<file path="src/rtl/tm1638_pkg.sv">
// Shared TM1638 definitions: command codes, key-scan geometry, state
// encoding and helpers common to the read and write paths.
package tm1638_pkg;

    localparam logic [7:0] CMD_READ_KEYS = 8'h42;
    localparam int         KEY_BYTES     = 4;
    localparam int         KEY_BITS      = KEY_BYTES * 8;

    typedef enum logic [2:0] {
        IDLE  = 3'd0,
        SETUP = 3'd1,
        CMD   = 3'd2,
        WAIT  = 3'd3,
        READ  = 3'd4,
        DONE  = 3'd5
    } key_state_t;

    // SPI half-period in system clocks; the write path expands its
    // SPI_CYCLES parameter the same way, so both sides share this.
    function automatic int spi_half_period(input int spi_cycles);
        return spi_cycles + 1;
    endfunction

    // Button k (k=0..3) is bit 0 of key byte k, button k+4 is bit 4 of
    // key byte k. Byte k occupies keys[8k+7:8k].
    function automatic logic [7:0] decode_buttons(input logic [KEY_BITS-1:0] keys);
        return {keys[28], keys[20], keys[12], keys[4],
                keys[24], keys[16], keys[8],  keys[0]};
    endfunction

endpackage

</file>
<file path="src/rtl/tm1638_key_reader_sync_2ff.sv">
// Two-flop synchroniser for a single asynchronous input bit.
module sync_2ff #(
    parameter logic RESET_VAL = 1'b0
) (
    input  logic i_Clk,
    input  logic i_Rst_n,
    input  logic i_D,
    output logic o_Q
);

    logic meta_r;
    logic sync_r;

    // Resample the asynchronous input twice to settle metastability.
    always_ff @(posedge i_Clk or negedge i_Rst_n) begin
        if (!i_Rst_n) begin
            meta_r <= RESET_VAL;
            sync_r <= RESET_VAL;
        end else begin
            meta_r <= i_D;
            sync_r <= meta_r;
        end
    end

    assign o_Q = sync_r;

endmodule

</file>
<file path="src/rtl/tm1638_key_reader.sv">
// TM1638 key-scan reader: sends the read-keys command, releases DIO and
// shifts in the four key bytes the device returns, LSB first.
module tm1638_key_reader
    import tm1638_pkg::*;
#(
    parameter int SPI_CYCLES  = 4,
    parameter int WAIT_CYCLES = 32
) (
    input  logic                i_Clk,
    input  logic                i_Rst_n,
    input  logic                i_Start,
    output logic                o_Busy,
    output logic [KEY_BITS-1:0] o_Keys,
    output logic                o_Keys_Valid,
    output logic [7:0]          o_Buttons,
    output logic                o_SPI_Stb,
    output logic                o_SPI_Clk,
    output logic                o_SPI_Dio,
    output logic                o_SPI_Dio_Oe,
    input  logic                i_SPI_Dio
);

    localparam int H       = spi_half_period(SPI_CYCLES);
    localparam int CNT_MAX = (H > WAIT_CYCLES) ? H : WAIT_CYCLES;
    localparam int CNT_W   = $clog2(CNT_MAX + 1);

    localparam logic [CNT_W-1:0] H_LAST   = CNT_W'(H - 1);
    localparam logic [CNT_W-1:0] W_LAST   = CNT_W'(WAIT_CYCLES - 1);
    localparam logic [4:0]       CMD_LAST = 5'd7;
    localparam logic [4:0]       KEY_LAST = 5'(KEY_BITS - 1);

    key_state_t           state_r;
    logic [CNT_W-1:0]     cnt_r;
    logic [4:0]           bit_r;
    logic                 high_r;
    logic [KEY_BITS-2:0]  shift_r;
    logic [KEY_BITS-1:0]  keys_r;
    logic [7:0]           buttons_r;
    logic                 valid_r;
    logic                 busy_r;
    logic                 stb_r;
    logic                 clk_r;
    logic                 dio_r;
    logic                 oe_r;

    logic                 dio_sync_s;
    logic                 cnt_last_s;
    logic [4:0]           next_bit_s;
    logic                 cmd_next_dio_s;
    logic [KEY_BITS-1:0]  shift_next_s;

    sync_2ff #(
        .RESET_VAL (1'b1)
    ) u_dio_sync (
        .i_Clk   (i_Clk),
        .i_Rst_n (i_Rst_n),
        .i_D     (i_SPI_Dio),
        .o_Q     (dio_sync_s)
    );

    assign next_bit_s     = bit_r + 5'd1;
    assign cmd_next_dio_s = CMD_READ_KEYS[next_bit_s[2:0]];
    // Newest bit enters at the top; after 32 captures the first bit is bit 0.
    assign shift_next_s   = {dio_sync_s, shift_r};

    // Terminal count of the current phase: WAIT has its own length.
    always_comb begin
        cnt_last_s = 1'b0;
        if (state_r == WAIT) begin
            cnt_last_s = (cnt_r == W_LAST);
        end else begin
            cnt_last_s = (cnt_r == H_LAST);
        end
    end

    // Scan sequencer with all pin and result outputs registered.
    always_ff @(posedge i_Clk or negedge i_Rst_n) begin
        if (!i_Rst_n) begin
            state_r   <= IDLE;
            cnt_r     <= '0;
            bit_r     <= 5'd0;
            high_r    <= 1'b0;
            shift_r   <= '0;
            keys_r    <= '0;
            buttons_r <= 8'h00;
            valid_r   <= 1'b0;
            busy_r    <= 1'b0;
            stb_r     <= 1'b1;
            clk_r     <= 1'b1;
            dio_r     <= 1'b1;
            oe_r      <= 1'b0;
        end else begin
            valid_r <= 1'b0;
            case (state_r)
                IDLE: begin
                    cnt_r  <= '0;
                    bit_r  <= 5'd0;
                    high_r <= 1'b0;
                    if (i_Start) begin
                        state_r <= SETUP;
                        busy_r  <= 1'b1;
                        stb_r   <= 1'b0;
                        clk_r   <= 1'b1;
                        oe_r    <= 1'b1;
                        dio_r   <= 1'b1;
                    end else begin
                        busy_r  <= 1'b0;
                    end
                end
                SETUP: begin
                    if (cnt_last_s) begin
                        state_r <= CMD;
                        cnt_r   <= '0;
                        bit_r   <= 5'd0;
                        high_r  <= 1'b0;
                        clk_r   <= 1'b0;
                        dio_r   <= CMD_READ_KEYS[0];
                    end else begin
                        cnt_r   <= cnt_r + 1'b1;
                    end
                end
                CMD: begin
                    if (!cnt_last_s) begin
                        cnt_r  <= cnt_r + 1'b1;
                    end else if (!high_r) begin
                        cnt_r  <= '0;
                        high_r <= 1'b1;
                        clk_r  <= 1'b1;
                    end else if (bit_r == CMD_LAST) begin
                        state_r <= WAIT;
                        cnt_r   <= '0;
                        high_r  <= 1'b0;
                        oe_r    <= 1'b0;
                        dio_r   <= 1'b1;
                    end else begin
                        cnt_r  <= '0;
                        bit_r  <= next_bit_s;
                        high_r <= 1'b0;
                        clk_r  <= 1'b0;
                        dio_r  <= cmd_next_dio_s;
                    end
                end
                WAIT: begin
                    if (cnt_last_s) begin
                        state_r <= READ;
                        cnt_r   <= '0;
                        bit_r   <= 5'd0;
                        high_r  <= 1'b0;
                        clk_r   <= 1'b0;
                    end else begin
                        cnt_r   <= cnt_r + 1'b1;
                    end
                end
                READ: begin
                    if (!cnt_last_s) begin
                        cnt_r  <= cnt_r + 1'b1;
                    end else if (!high_r) begin
                        cnt_r  <= '0;
                        high_r <= 1'b1;
                        clk_r  <= 1'b1;
                    end else begin
                        // Last clock of the high half: capture this bit.
                        cnt_r   <= '0;
                        shift_r <= shift_next_s[KEY_BITS-1:1];
                        if (bit_r == KEY_LAST) begin
                            state_r   <= DONE;
                            high_r    <= 1'b0;
                            stb_r     <= 1'b1;
                            keys_r    <= shift_next_s;
                            buttons_r <= decode_buttons(shift_next_s);
                            valid_r   <= 1'b1;
                        end else begin
                            bit_r  <= next_bit_s;
                            high_r <= 1'b0;
                            clk_r  <= 1'b0;
                        end
                    end
                end
                DONE: begin
                    // Holds strobe high for the device's minimum idle time.
                    if (cnt_last_s) begin
                        state_r <= IDLE;
                        cnt_r   <= '0;
                        busy_r  <= 1'b0;
                    end else begin
                        cnt_r   <= cnt_r + 1'b1;
                    end
                end
                default: begin
                    state_r <= IDLE;
                    cnt_r   <= '0;
                    bit_r   <= 5'd0;
                    high_r  <= 1'b0;
                    busy_r  <= 1'b0;
                    stb_r   <= 1'b1;
                    clk_r   <= 1'b1;
                    dio_r   <= 1'b1;
                    oe_r    <= 1'b0;
                end
            endcase
        end
    end

    assign o_Busy       = busy_r;
    assign o_Keys       = keys_r;
    assign o_Keys_Valid = valid_r;
    assign o_Buttons    = buttons_r;
    assign o_SPI_Stb    = stb_r;
    assign o_SPI_Clk    = clk_r;
    assign o_SPI_Dio    = dio_r;
    assign o_SPI_Dio_Oe = oe_r;

endmodule

</file>
<file path="config.mk">
export PLATFORM = sky130hd
export DESIGN_NAME = tm1638_key_reader
export DESIGN_NICKNAME = d
export VERILOG_FILES = /design/src/rtl/tm1638_pkg.sv /design/src/rtl/tm1638_key_reader_sync_2ff.sv /design/src/rtl/tm1638_key_reader.sv
export SDC_FILE = /design/constraint.sdc
export NUM_CORES = 1
export LEC_CHECK = 0
export BUFFER_PORTS_ARGS = -buffer_cell sky130_fd_sc_hd__buf_2
export CAP_MARGIN = 10
export CORE_MARGIN = 1
export CORE_UTILIZATION = 25
export DETAILED_ROUTE_END_ITERATION = 8
export HOLD_SLACK_MARGIN = 0.02
export MAX_ROUTING_LAYER = met4
export SLEW_MARGIN = 5
export SYNTH_ARGS = -nofsm -noshare
export SYNTH_HDL_FRONTEND = slang
export SYNTH_HIERARCHICAL = 1
export SYNTH_SLANG_ARGS = --single-unit
</file>
<file path="constraint.sdc">
create_clock -name i_Clk -period 3.8 [get_ports i_Clk]
set_input_delay 0.19 -clock i_Clk [delete_from_list [all_inputs] [get_ports i_Clk]]
set_output_delay 0.19 -clock i_Clk [all_outputs]
set_load 0.02 [all_outputs]
</file>
==> qor.yml, run 1 <==
setup_viol: 0
status: "complete, but fails checks"
drive_gt1_frac: 0.267
required_ns: 4.02
cts_buffers: 9
syn2layout_area_growth_pct: 17.4
dr.pass1.iters: 6
maxCapViolCount: 0
rr_startpoint: "state_r[0]"
worst_slack_ns: 1.29
tritoncts: "done"
cts_buffer_depth: 2
clk-insertion-delay-late_ns: 0.34
rsz0062_at_grt: "no"
hpwlAfterDp_um: 4790
placeableCoreArea_sq_um: 14700
worstPathArrival_ns: 2.73
worst_path_max_delay_cell: "or4_1"
p_leak_nw: 2.37
cts_resized: 0
die-area_sq_um: 15700
fin_hold_ws_ns: 0.0285
dieHeight_um: 125
timing.slew.headroom: 0.279
drt-initial-drc-count: 247
ios: 50
ys_top_cells_by_area: "dfrtp_1 (53%), nand2_1 (11%), mux2_2 (9.8%)"
antenna_left: 0
clkTransAtPathRegs_ns: 0.06
hold_violations: 0
antenna_found_initial: 0
min_period_ns: 2.51
yosysTopAreaCell: "dfrtp_1"
synth_nets: 370
slowest_delay_ns: 0.99
cts.sink_count: 86
violations: "DRC"
synth_edf_count: 0
async_flop_share: 1.00
grt_pass1_vias: 2573
tightestPinTransition_ns: 1.08
timing.rr.end: "shift_r[1]"
fin_crit_sh: 0.659
synthCells: 361
end_kind: "flip-flop"
clock-root-buffer: "clkbuf_16"
grt_start_max_net_pins: 87
dp_slack_ns: 1.30
grt_overflow_total: 0
synth_cell_types: 50
die_x_um: 125
cts_max_level: 3
setup_tns_ns: 0
yosysSeqAreaShare: 0.567
slew_viol_final: 0
place_congestion: 0.848
hp-class: "in2async"
via_count: 2622
syn_area_per_cell_sq_um: 10.5
grt_pass1_wl_um: 12700
powerDensity_nw_per_um2: 528
wl_per_cell_um: 12.5
syn_area_sq_um: 3800
grtUsageTotal: 0.105
finalWirelength_um: 7360
cp-start-kind: "flip-flop"
cp_cell_sequence: "inv_1 > nand2_1 > or4_1 > nand2_1 > nand2_1"
peakVddDrop_mv: 0.223
final_nets: 408
r2r.worst_path.cells: 5
cts_setup_buffers: 0
synth_top_area_frac: 0.533
num_rows: 44
synth_warnings: 6
drc: 8
synth_seq_cells: 86
fmax_mhz: 399
synth_ff_type: "dfrtp_1"
num_antenna_cells: 0
cp_common_cell: "nand2_1"
crit_fanout: 31
skew_ns: 0.00750
io_buffers: 49
initial_core_util: 0.259
r2r_slack_ns: 1.29
path_class: "reg2reg"
viasPerCell: 4.46
==> kinds of logic after synthesis <==
logic type                 Yosys count  share of synthesized area
AOI/OAI and AO/OA                   37                     0.0684
xor gates and xnor gates             3                    0.00691
adders and majority gates            6                     0.0191
buffers and inverters               33                     0.0507
DFF                                 86                      0.567
muxes                               36                      0.106
and+or+nand+nor                    160                      0.182
==> final cells by class <==
class / count / area, sq um
Timing Repair Buffer: 52 / 273
Clock inverter: 6 / 68.8
Tap cell: 184 / 230
Clock buffer: 10 / 239
Multi-Input combinational cell: 242 / 1470
Inverter: 8 / 30.0
Fill cell: 1503 / 10200
Sequential cell: 86 / 2160
==> layout by cell type (no fill, tap or decap), types with 2 or more instances in the layout <==
| master | instances |
|---|---|
| clkinv_2 | 2 |
| dfstp_2 | 5 |
| o21ai_0 | 8 |
| a21o_1 | 3 |
| ha_1 | 5 |
| inv_1 | 8 |
| a221oi_1 | 2 |
| nand2_1 | 110 |
| nor2b_1 | 4 |
| nand3_1 | 5 |
| dfrtp_1 | 81 |
| buf_4 | 3 |
| nand2b_1 | 4 |
| and3_1 | 2 |
| nor4_1 | 2 |
| xor2_1 | 2 |
| nor2_1 | 19 |
| mux2i_1 | 3 |
| clkbuf_16 | 9 |
| buf_2 | 48 |
| a21oi_1 | 7 |
| o22ai_1 | 2 |
| nor3_1 | 5 |
| mux2_2 | 33 |
| a211o_1 | 2 |
==> how the worst max path moves through the flow <==
stage                           from     endpoint  slack, ns  cells past startpoint
final                     state_r[0]   shift_r[1]       1.29                      5
after CTS                 state_r[0]   shift_r[1]       1.28                      5
after global routing      state_r[0]   shift_r[3]       1.08                      5
after global placement    state_r[0]  shift_r[14]       1.38                      5
after detailed placement  state_r[0]   shift_r[1]       1.30                      5
after floorplan             bit_r[0]    o_Keys[0]       1.77                      7
==> synthesized netlist by cell type, types with 2 or more instances <==
cell type and count:
nor4_1 2, a21o_1 3, and3_1 2, ha_1 5, nand2_1 110, nor3_1 5
xor2_1 2, nand3_1 5, o22ai_1 2, nor2b_1 4, inv_1 8, a211o_1 2
clkbuf_1 6, dfstp_2 5, dfrtp_1 81, nand2b_1 4, mux2_2 33, a21oi_1 7
a221oi_1 2, mux2i_1 3, buf_2 4, nor2_1 19, buf_4 11, buf_6 3
o21ai_0 8
==> routing by layer <==
layer  up-vias  global-route usage  share of wire
met4         0              0.0387          0.016
li1       1285                   -              -
met5         -                   -              0
met2        68               0.158           0.46
met3        13              0.0338          0.049
met1      1256               0.132           0.48
==> worst max-delay path: cells and delay by family, from the launching register on <==
kind / cells / cell delay (ns)
buf+inv: 1 / 0.31
flops: 1 / 0.49
simple gates: 4 / 1.57
==> where the power goes <==
group          switching (W)  internal, W  total (W)
clock               0.000365     0.000533   0.000898
sequential         0.0000896     0.000976    0.00107
combinational       0.000246     0.000151   0.000396
total               0.000700      0.00166    0.00236
==> what timing repair did <==
item | CTS | global route
endpoints found under the setup margin | 0 | 0
hold endpoints to repair | 1 | 0
hold buffers | 1 | 0
==> registers in the layout, summed over array words and instances, names as in the netlist <==
register	count
bit_r	5
cnt_r	6
high_r	1
o_Busy	1
o_Keys	32
o_Keys_Valid	1
o_SPI_Clk	1
o_SPI_Dio	1
o_SPI_Dio_Oe	1
o_SPI_Stb	1
shift_r	31
state_r	3
u_dio_sync/meta_r	1
u_dio_sync/o_Q	1
==> metrics by stage <==
step / std cells / instance area (sq um) / power (W) / utilization
3_3_place_gp: 571 / 4150 / 0.00147 / 0.282
2_1_floorplan: 361 / 3800 / 0.00136 / -
3_5_place_dp: 571 / 4150 / 0.00147 / 0.282
5_1_grt: 588 / 4470 / 0.00250 / 0.304
6_report: 588 / 4470 / 0.00236 / 0.304
4_1_cts: 588 / 4470 / 0.00240 / 0.304
(Power assumes the default switching activity.)
==> run 2: changes to the inputs <==
ABC_AREA = 1   (was not set)
clock period = 2.3 ns   (was 3.8 ns; I/O delays follow)
==> run 2 against run 1 <==
  * The run now ends clean
  * Cell area grew 4.3%
  * Sequential share of layout area shrank 2.0 points
  * Combinational power grew 150%
  * Via count grew 7.8%
  * Power grew 80%
  * First-iteration DRC count shrank 41%
  * Count of clock-buffer cells in the layout is the same
  * Critical path type unchanged
  * Critical endpoint is now shift_r[8]
  * Largest cell class unchanged
  * Highest routed layer unchanged
==> qor.yml, run 2 <==
setup_viol: 0  # unchanged
end_kind: "flip-flop"  # unchanged
synth_top_area_frac: 0.518  # was 0.533
die-area_sq_um: 16200  # was 15,700 sq um
crit_fanout: 62  # was 31
grt_pass1_vias: 2852  # was 2,573
synth_seq_cells: 86  # unchanged
worstPathArrival_ns: 2.12  # was 2.73 ns
rsz0062_at_grt: "no"  # unchanged
slowest_delay_ns: 0.47  # was 0.99 ns
r2r_slack_ns: 0.37  # was 1.29 ns
path_class: "reg2reg"  # unchanged
dpl_cell_area_sq_um: 4330  # was 4150 sq um
io_buffers: 49  # unchanged
fin_hold_ws_ns: 0.0965  # was 0.0285 ns
mostFrequentLayoutCells: "nand2_1 (125), dfrtp_1 (81), inv_1 (54)"  # was nand2_1 (110), dfrtp_1 (81), buf_2 (48)
syn2layout_area_growth_pct: 19.0  # was 17.4%
synth_ff_type: "dfrtp_1"  # unchanged
setup_tns_ns: 0  # unchanged
drt-initial-drc-count: 146  # was 247
grt_start_max_net_pins: 63  # was 87
synth_warnings: 6  # unchanged
syn_area_per_cell_sq_um: 9.10  # was 10.5 sq um
worst_path_max_delay_cell: "dfrtp_1"  # was or4_1
fin_cells: 693  # was 588
required_ns: 2.49  # was 4.02 ns
initial_core_util: 0.257  # was 0.259
dp_cells: 675  # was 571
async_flop_share: 1.00  # unchanged
cp_common_cell: "nand2_2"  # was nand2_1
synth_cell_types: 28  # was 50
critPathBufInv: 2  # was 1
dieHeight_um: 127  # was 125 um
largest_register_ffs: 32  # unchanged
powerDensity_nw_per_um2: 911  # was 528 nW/um^2
grt_pass1_wl_um: 12900  # was 12,700 um
clkTransAtPathRegs_ns: 0.06  # about the same
slew_viol_final: 0  # unchanged
hp-class: "in2reg"  # was in2async
drc: 0  # was 8
tightestPinTransition_ns: 0.661  # was 1.08 ns
skew_ns: 0.00947  # was 0.00750 ns
yosysTopAreaCell: "dfrtp_1"  # unchanged
fin_area_sq_um: 4660  # was 4470 sq um
clock-root-buffer: "clkbuf_16"  # unchanged
maxCapViolCount: 0  # unchanged
dr.pass1.iters: 4  # was 6
fmax_mhz: 518  # was 399 MHz
yosysSeqAreaShare: 0.551  # was 0.567
cts_buffers: 9  # unchanged
hold_violations: 0  # unchanged
min_period_ns: 1.93  # was 2.51 ns
placeableCoreArea_sq_um: 15300  # was 14,700 sq um
timing.slew.headroom: 0.559  # was 0.279
ios: 50  # unchanged
cts_setup_buffers: 0  # unchanged
num_antenna_cells: 0  # unchanged
synth_edf_count: 0  # unchanged
peakVddDrop_mv: 0.572  # was 0.223 mV
clk-insertion-delay-late_ns: 0.34  # about the same
path_delay_family: "simple AND/OR/NAND/NOR gates"  # unchanged
final_nets: 486  # was 408
viasPerCell: 4.08  # was 4.46
hpwlAfterDp_um: 5170  # was 4790 um
synth.most_common_cell: "nand2_1"  # unchanged
tritoncts: "done"  # unchanged
via_count: 2827  # was 2,622
finalWirelength_um: 7360  # about the same
ys_top_cells_by_area: "dfrtp_1 (52%), nand2_1 (12%), o21ai_2 (6.9%)"  # was dfrtp_1 (53%), nand2_1 (11%), mux2_2 (9.8%)
path_depth: 7  # was 5
final_common_cell: "nand2_1"  # unchanged
r2r.worst_path.cells: 7  # was 5
wl_per_cell_um: 10.6  # was 12.5 um
synth_commonest_cells: "nand2_1 (125), dfrtp_1 (81), inv_1 (54), o21ai_0 (37), o21ai_2 (31)"  # was nand2_1 (110), dfrtp_1 (81), mux2_2 (33), nor2_1 (19), buf_4 (11)
cts.sink_count: 86  # unchanged
fin_crit_sh: 0.839  # was 0.659
num_rows: 45  # was 44
hold_depth: 4
synth_nets: 439  # was 370
status: "completed"  # was complete, but fails checks
cp_cell_sequence: "inv_2 > nand2_2 > nor2_2 > nand2_2 > nor2_8 > buf_4 > o21ai_0"  # was inv_1 > nand2_1 > or4_1 > nand2_1 > nand2_1
place_congestion: 0.893  # was 0.848
cts_buffer_depth: 2  # unchanged
grtUsageTotal: 0.104  # was 0.105
synthCells: 430  # was 361
cp-start-kind: "flip-flop"  # unchanged
antenna_found_initial: 0  # unchanged
cts_max_level: 3  # unchanged
grt_overflow_total: 0  # unchanged
die_x_um: 127  # was 125 um
syn_area_sq_um: 3920  # was 3800 sq um
antenna_left: 0  # unchanged
p_leak_nw: 2.33  # was 2.37 nW
drive_gt1_frac: 0.253  # was 0.267
run 2: changes by cell type in the layout (fill, tap and decap cells not counted), sizes merged, moves of 9 or more:
cell,delta
mux2,-33
o21ai,+61
nand2,+21
nor2,+12
nand3,+9
inv,+48
run 2: where the power goes:
group	switching (W)	leakage [nW]	internal [W]	total [W]
Clock	0.000615	0.149	0.000876	0.00149
Combinational	0.000679	1.00	0.000309	0.000988
Sequential	0.000117	1.17	0.00165	0.00177
Total	0.00141	2.33	0.00283	0.00424
run 2: logic make-up (layout without fill, tap and decap cells):
kind of cell               count (synthesis)  in the layout  share of synthesized area
AOI/OAI and AO/OA                         72             72                      0.123
xor gates and xnor gates                   5              5                     0.0112
adders and majority gates                  5              5                     0.0160
buffers and inverters                     79            131                     0.0978
DFF                                       86             86                      0.551
and+or+nand+nor                          183            183                      0.201
run 2: cell type report:
type / instances / area (sq um)
tap: 211 / 264
clock buffer: 10 / 239
inverter: 58 / 218
fill: 1587 / 10600
timing repair buffer: 57 / 338
clock inverter: 6 / 68.8
multi-input combinational: 265 / 1370
sequential: 86 / 2160
run 2: routing by layer:
| metal | up-vias | GRT usage | wire length, um |
|---|---|---|---|
| met5 | - | - | 0 |
| met4 | 0 | 0.0343 | 95 |
| met3 | 12 | 0.0389 | 349 |
| met2 | 65 | 0.169 | 3580 |
| met1 | 1327 | 0.118 | 3340 |
| li1 | 1423 | - | - |
run 2: per-stage QoR:
step / total power (W) / util / setup WS, ns
after floorplan: 0.00253 / - / 0.606
after global placement: 0.00274 / 0.284 / 0.427
after detailed placement: 0.00278 / 0.284 / 0.389
after CTS: 0.00432 / 0.305 / 0.371
after global routing: 0.00452 / 0.305 / 0.182
final: 0.00424 / 0.305 / 0.370
run 2: worst register-to-register path, stage by stage (launching register included):
cell	delay, ns
dfrtp_1	0.47
inv_2	0.09
nand2_2	0.07
nor2_2	0.25
nand2_2	0.14
nor2_8	0.14
buf_4	0.44
o21ai_0	0.19
run 2: timing repair:
action,4_1_cts,5_1_grt
endpoints found under the hold margin,48,0
resized for setup,0,0
hold buffers,2,0
run 2: worst paths after layout:
check | from | to
worst min register to register | u_dio_sync/meta_r | u_dio_sync/o_Q
max in group asynchronous | i_Rst_n | u_dio_sync/meta_r
worst max-delay path | state_r[1] | shift_r[8]
worst max register to register | state_r[1] | shift_r[8]
worst min-delay path | i_Start | o_SPI_Stb
min in group asynchronous | i_Rst_n | o_Keys[24]
